===== src/rtl/pipelined_mux_tree.sv =====
// Pipelined N:1 multiplexer built as a binary tree of 2:1 muxes with a
// register stage after every tree level. All stages advance together under a
// single global stall, so the pipeline behaves like a fixed-latency shift
// register carrying {valid, partially reduced data, original sel}.
module pipelined_mux_tree #(
  parameter int WIDTH = 8,
  parameter int SEL_W = 3
) (
  input  logic                         clk,
  input  logic                         rst_n,
  input  logic                         in_valid,
  output logic                         in_ready,
  input  logic [SEL_W-1:0]             sel,
  input  logic [(2**SEL_W)*WIDTH-1:0]  in_data,
  output logic                         out_valid,
  input  logic                         out_ready,
  output logic [WIDTH-1:0]             out_data,
  output logic [SEL_W-1:0]             out_sel
);

  localparam int N = 1 << SEL_W;

  // Pipeline moves when the output slot is empty or being drained.
  logic advance;

  // Per-stage control: stage k sits after tree level k.
  logic             valid_q [1:SEL_W];
  logic             valid_d [1:SEL_W];
  logic [SEL_W-1:0] sel_q   [1:SEL_W];
  logic [SEL_W-1:0] sel_d   [1:SEL_W];

  // Tree nodes in heap order: node 1 is the root (last stage), node n has
  // children 2n and 2n+1. Children at index >= N are the input channels,
  // so channel i is leaf N+i and level-1 node j pairs channels (2j, 2j+1).
  logic [WIDTH-1:0] node_q [1:N-1];
  logic [WIDTH-1:0] node_d [1:N-1];

  assign advance   = out_ready | ~out_valid;
  assign in_ready  = advance;
  assign out_valid = valid_q[SEL_W];
  assign out_data  = node_q[1];
  assign out_sel   = sel_q[SEL_W];

  // Stage control next-state: take the upstream stage on advance, else hold.
  for (genvar gi = 1; gi <= SEL_W; gi++) begin : g_stage
    if (gi == 1) begin : g_first
      assign valid_d[gi] = advance ? in_valid : valid_q[gi];
      assign sel_d[gi]   = advance ? sel      : sel_q[gi];
    end else begin : g_rest
      assign valid_d[gi] = advance ? valid_q[gi-1] : valid_q[gi];
      assign sel_d[gi]   = advance ? sel_q[gi-1]   : sel_q[gi];
    end
  end

  // Node next-state: 2:1 pick between the two children using the sel bit
  // belonging to this node's tree level, with the sel travelling alongside.
  for (genvar gi = 1; gi < N; gi++) begin : g_node
    localparam int LVL = SEL_W - $clog2(gi + 1) + 1;
    logic [WIDTH-1:0] lo_w;
    logic [WIDTH-1:0] hi_w;
    logic             pick_w;
    if (LVL == 1) begin : g_leaf
      assign lo_w   = in_data[(2*gi-N)*WIDTH +: WIDTH];
      assign hi_w   = in_data[(2*gi+1-N)*WIDTH +: WIDTH];
      assign pick_w = sel[0];
    end else begin : g_inner
      assign lo_w   = node_q[2*gi];
      assign hi_w   = node_q[2*gi+1];
      assign pick_w = sel_q[LVL-1][LVL-1];
    end
    assign node_d[gi] = advance ? (pick_w ? hi_w : lo_w) : node_q[gi];
  end

  // Stage valid and sel registers; reset empties the whole pipeline.
  always_ff @(posedge clk or negedge rst_n) begin
    if (!rst_n) begin
      for (int k = 1; k <= SEL_W; k++) begin
        valid_q[k] <= 1'b0;
        sel_q[k]   <= '0;
      end
    end else begin
      for (int k = 1; k <= SEL_W; k++) begin
        valid_q[k] <= valid_d[k];
        sel_q[k]   <= sel_d[k];
      end
    end
  end

  // Tree data registers; cleared on reset so out_data reads 0 immediately.
  always_ff @(posedge clk or negedge rst_n) begin
    if (!rst_n) begin
      for (int n = 1; n < N; n++) begin
        node_q[n] <= '0;
      end
    end else begin
      for (int n = 1; n < N; n++) begin
        node_q[n] <= node_d[n];
      end
    end
  end

endmodule

===== config.mk =====
export PLATFORM = sky130hd
export DESIGN_NAME = pipelined_mux_tree
export DESIGN_NICKNAME = d
export VERILOG_FILES = /design/src/rtl/pipelined_mux_tree.sv
export SDC_FILE = /design/constraint.sdc
export NUM_CORES = 1
export LEC_CHECK = 0
export CAP_MARGIN = 0
export CORE_MARGIN = 2
export CORE_UTILIZATION = 32
export DETAILED_ROUTE_END_ITERATION = 8
export PLACE_DENSITY = 0.65
export SYNTH_ARGS = -nofsm -noshare
export SYNTH_HDL_FRONTEND = slang
export SYNTH_SLANG_ARGS = --single-unit

===== constraint.sdc =====
create_clock -name clk -period 3.7 [get_ports clk]
set_input_delay 0.74 -clock clk [delete_from_list [all_inputs] [get_ports clk]]
set_output_delay 0.74 -clock clk [all_outputs]
set_load 0.01 [all_outputs]

==> summary.md, run 1 <==
| Metric | Value |
|---|---|
| Status | finished, final reports clean |
| Most common library cells after synthesis | 74 x mux2_4, 68 x dfrtp_1, 49 x mux2_2 |
| CP max stage cell | clkdlybuf4s50_1 |
| First-pass GRT wire length | 10700 um |
| Max-Cap Viols | 0 |
| Number of CTS-inserted buffers | 9 |
| Antenna viol nets, final | 0 |
| First-pass detailed-route iteration total | 4 |
| Met1 WL | 2810 um |
| Crit path DAT | 1.84 ns |
| Root buffer cell | clkbuf_8 |
| Top post-synthesis cells by area | dfrtp_1 48%, mux2_4 31%, mux2_2 15%, buf_12 1.7%, buf_6 1.6% |
| Routability congestion estimate from global placement | 0.658 |
| Buffer count from post-CTS setup fixing | 0 |
| CTS sink cnt | 68 |
| Gr usage total | 11.8% |
| Post-DP Area | 0.00440 sq mm |
| Grt ovf | 0 |
| Die area | 0.0120 sq mm |
| Post-synth net total | 282 |
| CTS tree | built |
| Synth unique cells | 10 |
| Worst vdd ir | 0.000302 V |
| DRC viols | 0 |
| Worst path top cell family by delay | buffers and inverters |
| Hold path start | valid_q[1]$_DFFE_PN0P_ |
| Drt total wl | between 6000 and 7000 um |
| EDFF count, synth | 0 |
| Worst-Margin Slew | between 1 and 1.5 ns |
| Worst-skew pair later-pin latency | 0.34 ns |
| Top Layer Used | met4 |
| Slew Limit Fails | 0 |
| Layout cells sized above 1 | 49.0% |
| Die height | ~110 um |
| CP endpoint kind | output port |
| Mapped cell area | 0.00357 sq mm |
| Top cell type's share of synthesized area | 47.6% |
| Most used cell, CP | clkdlybuf4s50_1 |
| Wire length per cell | 14.9 um |
| Area growth syn-to-layout | 29.3% |
| WL met3 | 369 um |
| RSZ-0062 raised after global routing | false |
| Hpwl dp | 4280 um |
| Relative slew slack | 30.3% |
| Seq cells post-synth | a little under 70 |
| Num ports | 84 |
| Core area | ~0.011 sq mm |
| Crit path buf inv count | 2 |
| Final Skew | about 0.015 ns |
| Ant. Diodes | 0 |
| Crit path largest cell delay | 0.53 ns |
| Setup violators final | 0 |
| Sum Neg Setup Slack | 0 ns |
| Total number of yosys warnings | 0 |
| Gate Count Post-Synth | 211 |
| Min-Delay Path Class | register to register |
| CP startpoint | out_ready |
| Non-filler cells, final | 434 |
| Launching point of the worst reg2reg path | out_valid$_DFFE_PN0P_ |
| Placement Rows | 38 |
| Met2 wire length | 3210 um |
| Pleak | 0.00207 uW |
| Chip width | 110 um |
| Synth Flop Type | dfrtp_1 |
| Most common cell in the netlist | mux2_4 |
| Area leader, netlist | dfrtp_1 |
| H-tree depth | 3 |
| Avg Cell Area, Syn | 16.9 sq um |
| Initial Utilization | 32.8% |
| Final #Nets | 360 |
| Vias in the first global route | 2155 |
| Crit path launch type | primary input |
| WP data required | 2.96 ns |
| Max frequency | 388 MHz |
| Worst-case clock buffer depth | 2 |
| Largest net degree at the start of global routing | 69 |
| Total number of vias | between 1500 and 2000 |
| CTS clk-pin slew, worst paths | 0.08 ns |
| Number of DRC markers in iteration 0 | 45 |
| Final Hold Violating Endpoints | 0 |
| Port Buffers | 83 |
| Asr flop ratio synth | 100% |
| Hold Buf Count CTS | 0 |
| Cell Chain, Critical Path | clkdlybuf4s50_1 > nand2b_4 > clkdlybuf4s50_1 |
| PD cells | 579 mW/mm^2 |
| CTS resizes | 0 |
| Final instance area | 0.00462 sq mm |
| Antenna violations before repair | 0 |
| Register area share after synthesis | a little under half |
| Crit-path max FO | 2 |
| Min cycle time layout | 2.58 ns |
| CP Class | primary input to output port |
| Final Cycle Share | 69.7% |
| Via density | ~4.5 |
| Cells after DPL | 418 |
==> per-layer routing <==
metal  GRT usage [%]  vias to the layer above
met5               0                        -
met4            3.53                        0
met3            3.73                        7
met2            19.8                       49
met1            14.5                      971
li1                -                      907
==> cell usage in the layout, fill, tap and decap left out, types with 2 or more instances in the layout <==
master            n
clkbuf_8          9
mux2_2           49
dfrtp_1          68
buf_4             3
clkdlybuf4s50_1  81
clkinv_4          2
bufinv_16         2
mux2_4           74
==> layout make-up <==
cell class | count | area [sq um]
fill | 1013 | 6270
sequential | 68 | 1700
multi-input combinational | 125 | 1680
timing repair buffer | 85 | 838
tap | 140 | 175
clock buffer | 9 | 124
clock inverter | 7 | 98.8
==> cell families (layout without fill, tap and decap cells) <==
| family | Yosys count | after routing | share of synthesized area (%) |
|---|---|---|---|
| flops | 68 | 68 | 47.6 |
| simple gates | 2 | 2 | 0.560 |
| mux | 123 | 123 | 46.5 |
| buf+inv | 18 | 101 | 5.29 |
==> stage by stage <==
| step | setup slack, ns | hold WS [ns] | power [uW] | utilization (%) |
|---|---|---|---|---|
| after floorplan | 1.71 | 0.430 | 1750 | - |
| after global placement | 1.03 | 0.446 | 2010 | 40.4 |
| after detailed placement | 0.986 | 0.448 | 2030 | 40.4 |
| after CTS | 1.11 | 0.467 | 2730 | 42.4 |
| after global routing | 1.09 | 0.483 | 2840 | 42.4 |
| final | 1.12 | 0.461 | 2680 | 42.4 |
==> registers in the layout, summed over array words and instances, names as in the netlist <==
name	flops
g_node.lo_w	24
out_sel	3
valid_q	2
out_data	8
out_valid	1
g_node.pick_w	2
sel_q	4
g_node.hi_w	24
==> worst paths after layout <==
check | cells past startpoint | slack [ns] | endpoint
max | 3 | 1.12 | in_ready
min reg2reg | 1 | 0.46 | out_valid$_DFFE_PN0P_
min | 1 | 0.46 | out_valid$_DFFE_PN0P_
max in group asynchronous | 1 | 2.66 | g_node[1].lo_w[3]$_DFFE_PN0P_
max reg2reg | 3 | 1.83 | g_node[1].lo_w[5]$_DFFE_PN0P_
min in group asynchronous | 1 | 0.50 | g_node[3].hi_w[5]$_DFFE_PN0P_
==> where the power goes <==
| part | internal [uW] | total (uW) | switching, uW | leakage [uW] |
|---|---|---|---|---|
| combinational | 614 | 866 | 252 | 0.00117 |
| sequential | 978 | 1140 | 159 | 0.000791 |
| clock | 383 | 674 | 292 | 0.000110 |
Note: power is estimated with default switching activity, not from simulation.
==> run 2: changes to the inputs <==
clock period = 2.41 ns   (was 3.7 ns; I/O delays follow)
==> run 2 against run 1 <==
Effect of this change:
- sequential share of layout area is 0.10 points higher
- cell area down 0.27%
- worst setup slack got worse by 0.79 ns
- worst hold slack worse by 0.22 ns
- routed wire length is 1.5% higher
- combinational power grew 56%
- global-route usage increased by 0.29 points
- clock-buffer cell count is 5 higher
- register-to-register slack got worse by 1.2 ns
- non-clock buffer count is 1 higher
- sequential power increased by 53%
- critical endpoint unchanged
==> summary.md, run 2 (synthesis results as in run 1) <==
| Metric | Value |
|---|---|
| Area growth syn-to-layout | 29.0% (was 29.3%) |
| CTS sink cnt | 68 (unchanged) |
| Antenna violations before repair | 0 (unchanged) |
| Die area | 0.0120 sq mm (unchanged) |
| Chip width | 110 um (unchanged) |
| Number of CTS-inserted buffers | 9 (unchanged) |
| CP max stage cell | clkdlybuf4s50_1 (unchanged) |
| Initial Utilization | 32.8% (unchanged) |
| CTS resizes | 0 (unchanged) |
| Vias in the first global route | 2181 (was 2155) |
| Worst-Margin Slew | 0.846 ns (was 1.05 ns) |
| Most frequent cells in the layout | 81 x clkdlybuf4s50_1, 74 x mux2_4, 68 x dfrtp_1 (unchanged) |
| Layout cells sized above 1 | 47.5% (was 49.0%) |
| CP endpoint kind | output port (unchanged) |
| CTS tree | built (unchanged) |
| Fill cells | 1008 (was 1013) |
| Final #Nets | 361 (was 360) |
| Register share of total power | 43.8% (was 42.5%) |
| Max frequency | 481 MHz |
| Non-filler cells, final | 435 (was 434) |
| Internal power | 2930 uW (was 1980 uW) |
| Max-Cap Viols | 0 (unchanged) |
| Core area | 0.0109 sq mm (unchanged) |
| Status | finished, final reports clean (unchanged) |
| First-pass GRT wire length | 10900 um (was 10700 um) |
| Slew Limit Fails | 0 (unchanged) |
| Final Skew | 0.00630 ns (was 0.0145 ns) |
| Ant. Diodes | 0 (unchanged) |
| Gr usage total | 12.1% (was 11.8%) |
| Min-Delay Path Class | primary input to async pin (was register to register) |
| Drt total wl | 6550 um (was 6450 um) |
| WP data required | 1.93 ns (was 2.96 ns) |
| First-pass detailed-route iteration total | 2 (was 4) |
| Largest net degree at the start of global routing | 69 (unchanged) |
| Most used cell, CP | clkdlybuf4s50_1 (unchanged) |
| Commonest non-fill, non-tap cell in the layout | clkdlybuf4s50_1 (unchanged) |
| Worst-case clock buffer depth | 2 (unchanged) |
| Final Cycle Share | roughly 86% |
| Crit path largest cell delay | 0.53 ns (about the same) |
| Crit path launch type | primary input (unchanged) |
| Total number of vias | 1952 (was 1934) |
| Antenna viol nets, final | 0 (unchanged) |
| Sum Neg Setup Slack | 0 ns (unchanged) |
| Via density | 4.49 (was 4.46) |
| H-tree depth | 3 (unchanged) |
| Placement Rows | 38 (unchanged) |
| Cells after DPL | 419 (was 418) |
| DRC viols | 0 (unchanged) |
| Final Hold Violating Endpoints | 0 (unchanged) |
| Storage cell area | 0.00170 sq mm (unchanged) |
| Switching share of power | 26.1% (was 26.2%) |
| RSZ-0062 raised after global routing | false (unchanged) |
| Crit path DAT | 1.60 ns (was 1.84 ns) |
| Grt ovf | 0 (unchanged) |
| Routability congestion estimate from global placement | 0.629 (was 0.658) |
| Hold Buf Count CTS | 0 (unchanged) |
| Die height | 110 um (unchanged) |
| Area of the multi-input gates | 0.00168 sq mm (unchanged) |
| Sw power | 1030 uW (was 702 uW) |
| Crit-path max FO | 2 (unchanged) |
| Min cycle time layout | 2.08 ns |
| Buffer count from post-CTS setup fixing | 0 (unchanged) |
| Number of DRC markers in iteration 0 | 53 (was 45) |
| Worst vdd ir | 0.000443 V (was 0.000302 V) |
| Wire length per cell | 15.1 um (was 14.9 um) |
| PD cells | 860 mW/mm^2 (was 579 mW/mm^2) |
| Hpwl dp | 4330 um (was 4280 um) |
| Root buffer cell | clkbuf_8 (unchanged) |
| Num ports | 84 (unchanged) |
| CTS clk-pin slew, worst paths | 0.07 ns (was 0.08 ns) |
| Port Buffers | 83 (unchanged) |
| Relative slew slack | 43.6% (was 30.3%) |
| Cell Chain, Critical Path | clkdlybuf4s50_1 > nand2b_4 > clkdlybuf4s50_1 (unchanged) |
| Worst-skew pair later-pin latency | 0.34 ns (about the same) |
| Combinational share of power | 34.0% (was 32.4%) |
| CP Class | primary input to output port (unchanged) |
| Pleak | 0.00206 uW (was 0.00207 uW) |
| Setup violators final | 0 (unchanged) |
| Clock power share | 22.2% (was 25.2%) |
## run 2: changes by cell type in the layout (fill, tap and decap cells not counted), sizes merged
| cell | previous run | this run |
|---|---|---|
| clkinvlp | 1 | 0 |
| bufinv | 2 | 1 |
| clkbuf | 9 | 14 |
| clkinv | 3 | 1 |
| inv | 1 | 0 |
| buf | 4 | 5 |
## run 2: worst paths after layout
path | startpoint | to | slack, ns | depth (start not counted)
worst max-delay path | out_ready | in_ready | 0.33 | 3
worst min-delay path | rst_n | g_node[3].hi_w[4]$_DFFE_PN0P_ | 0.25 | 1
worst max register to register | g_node[2].pick_w$_DFFE_PN0P_ | g_node[1].lo_w[5]$_DFFE_PN0P_ | 0.66 | 3
worst min register to register | valid_q[1]$_DFFE_PN0P_ | out_valid$_DFFE_PN0P_ | 0.47 | 1
max in group asynchronous | rst_n | g_node[2].hi_w[7]$_DFFE_PN0P_ | 1.61 | 1
min in group clk | valid_q[1]$_DFFE_PN0P_ | out_valid$_DFFE_PN0P_ | 0.47 | 1
## run 2: final cells by class
type / instances / share of cell area (%)
flip-flops and latches: 68 / 36.9
repair buffers: 86 / 18.9
well taps: 140 / 3.80
multi-input cells: 125 / 36.5
clock buffers: 14 / 3.10
clock inverters: 2 / 0.760
## run 2: routing by layer
metal	part of all wire (%)	wire length (um)	global-route usage [%]	vias to the layer above
li1	-	-	-	912
met5	0	0	0	-
met3	5.6	366	3.85	7
met2	50	3300	19.8	48
met1	43	2800	15.2	985
met4	1.2	80	3.80	0
## run 2: power by group through the flow
| stage | registers [uW] | clock network, uW | logic [uW] |
|---|---|---|---|
| global placement | 1760 | 0 | 1340 |
| global route | 1800 | 979 | 1460 |
| detailed placement | 1770 | 0 | 1360 |
| CTS | 1750 | 922 | 1370 |
| floorplan | 1690 | 0 | 991 |
| finish | 1740 | 880 | 1350 |
## run 2: worst max-delay path, delay by kind of cell
kind / cells / cell delay [ns]
buffers and inverters: 2 / 0.98
and+or+nand+nor: 1 / 0.13
## run 2: per-stage QoR
step,hold WS (ns),util (%),area (sq um),power (uW),setup slack (ns)
CTS,0.277,42.3,4610,4040,0.320
floorplan,0.186,-,3570,2680,0.937
detailed placement,0.451,40.7,4430,3120,0.320
finish,0.246,42.3,4610,3970,0.330
global placement,0.447,40.7,4430,3100,0.331
global route,0.328,42.3,4610,4230,0.305
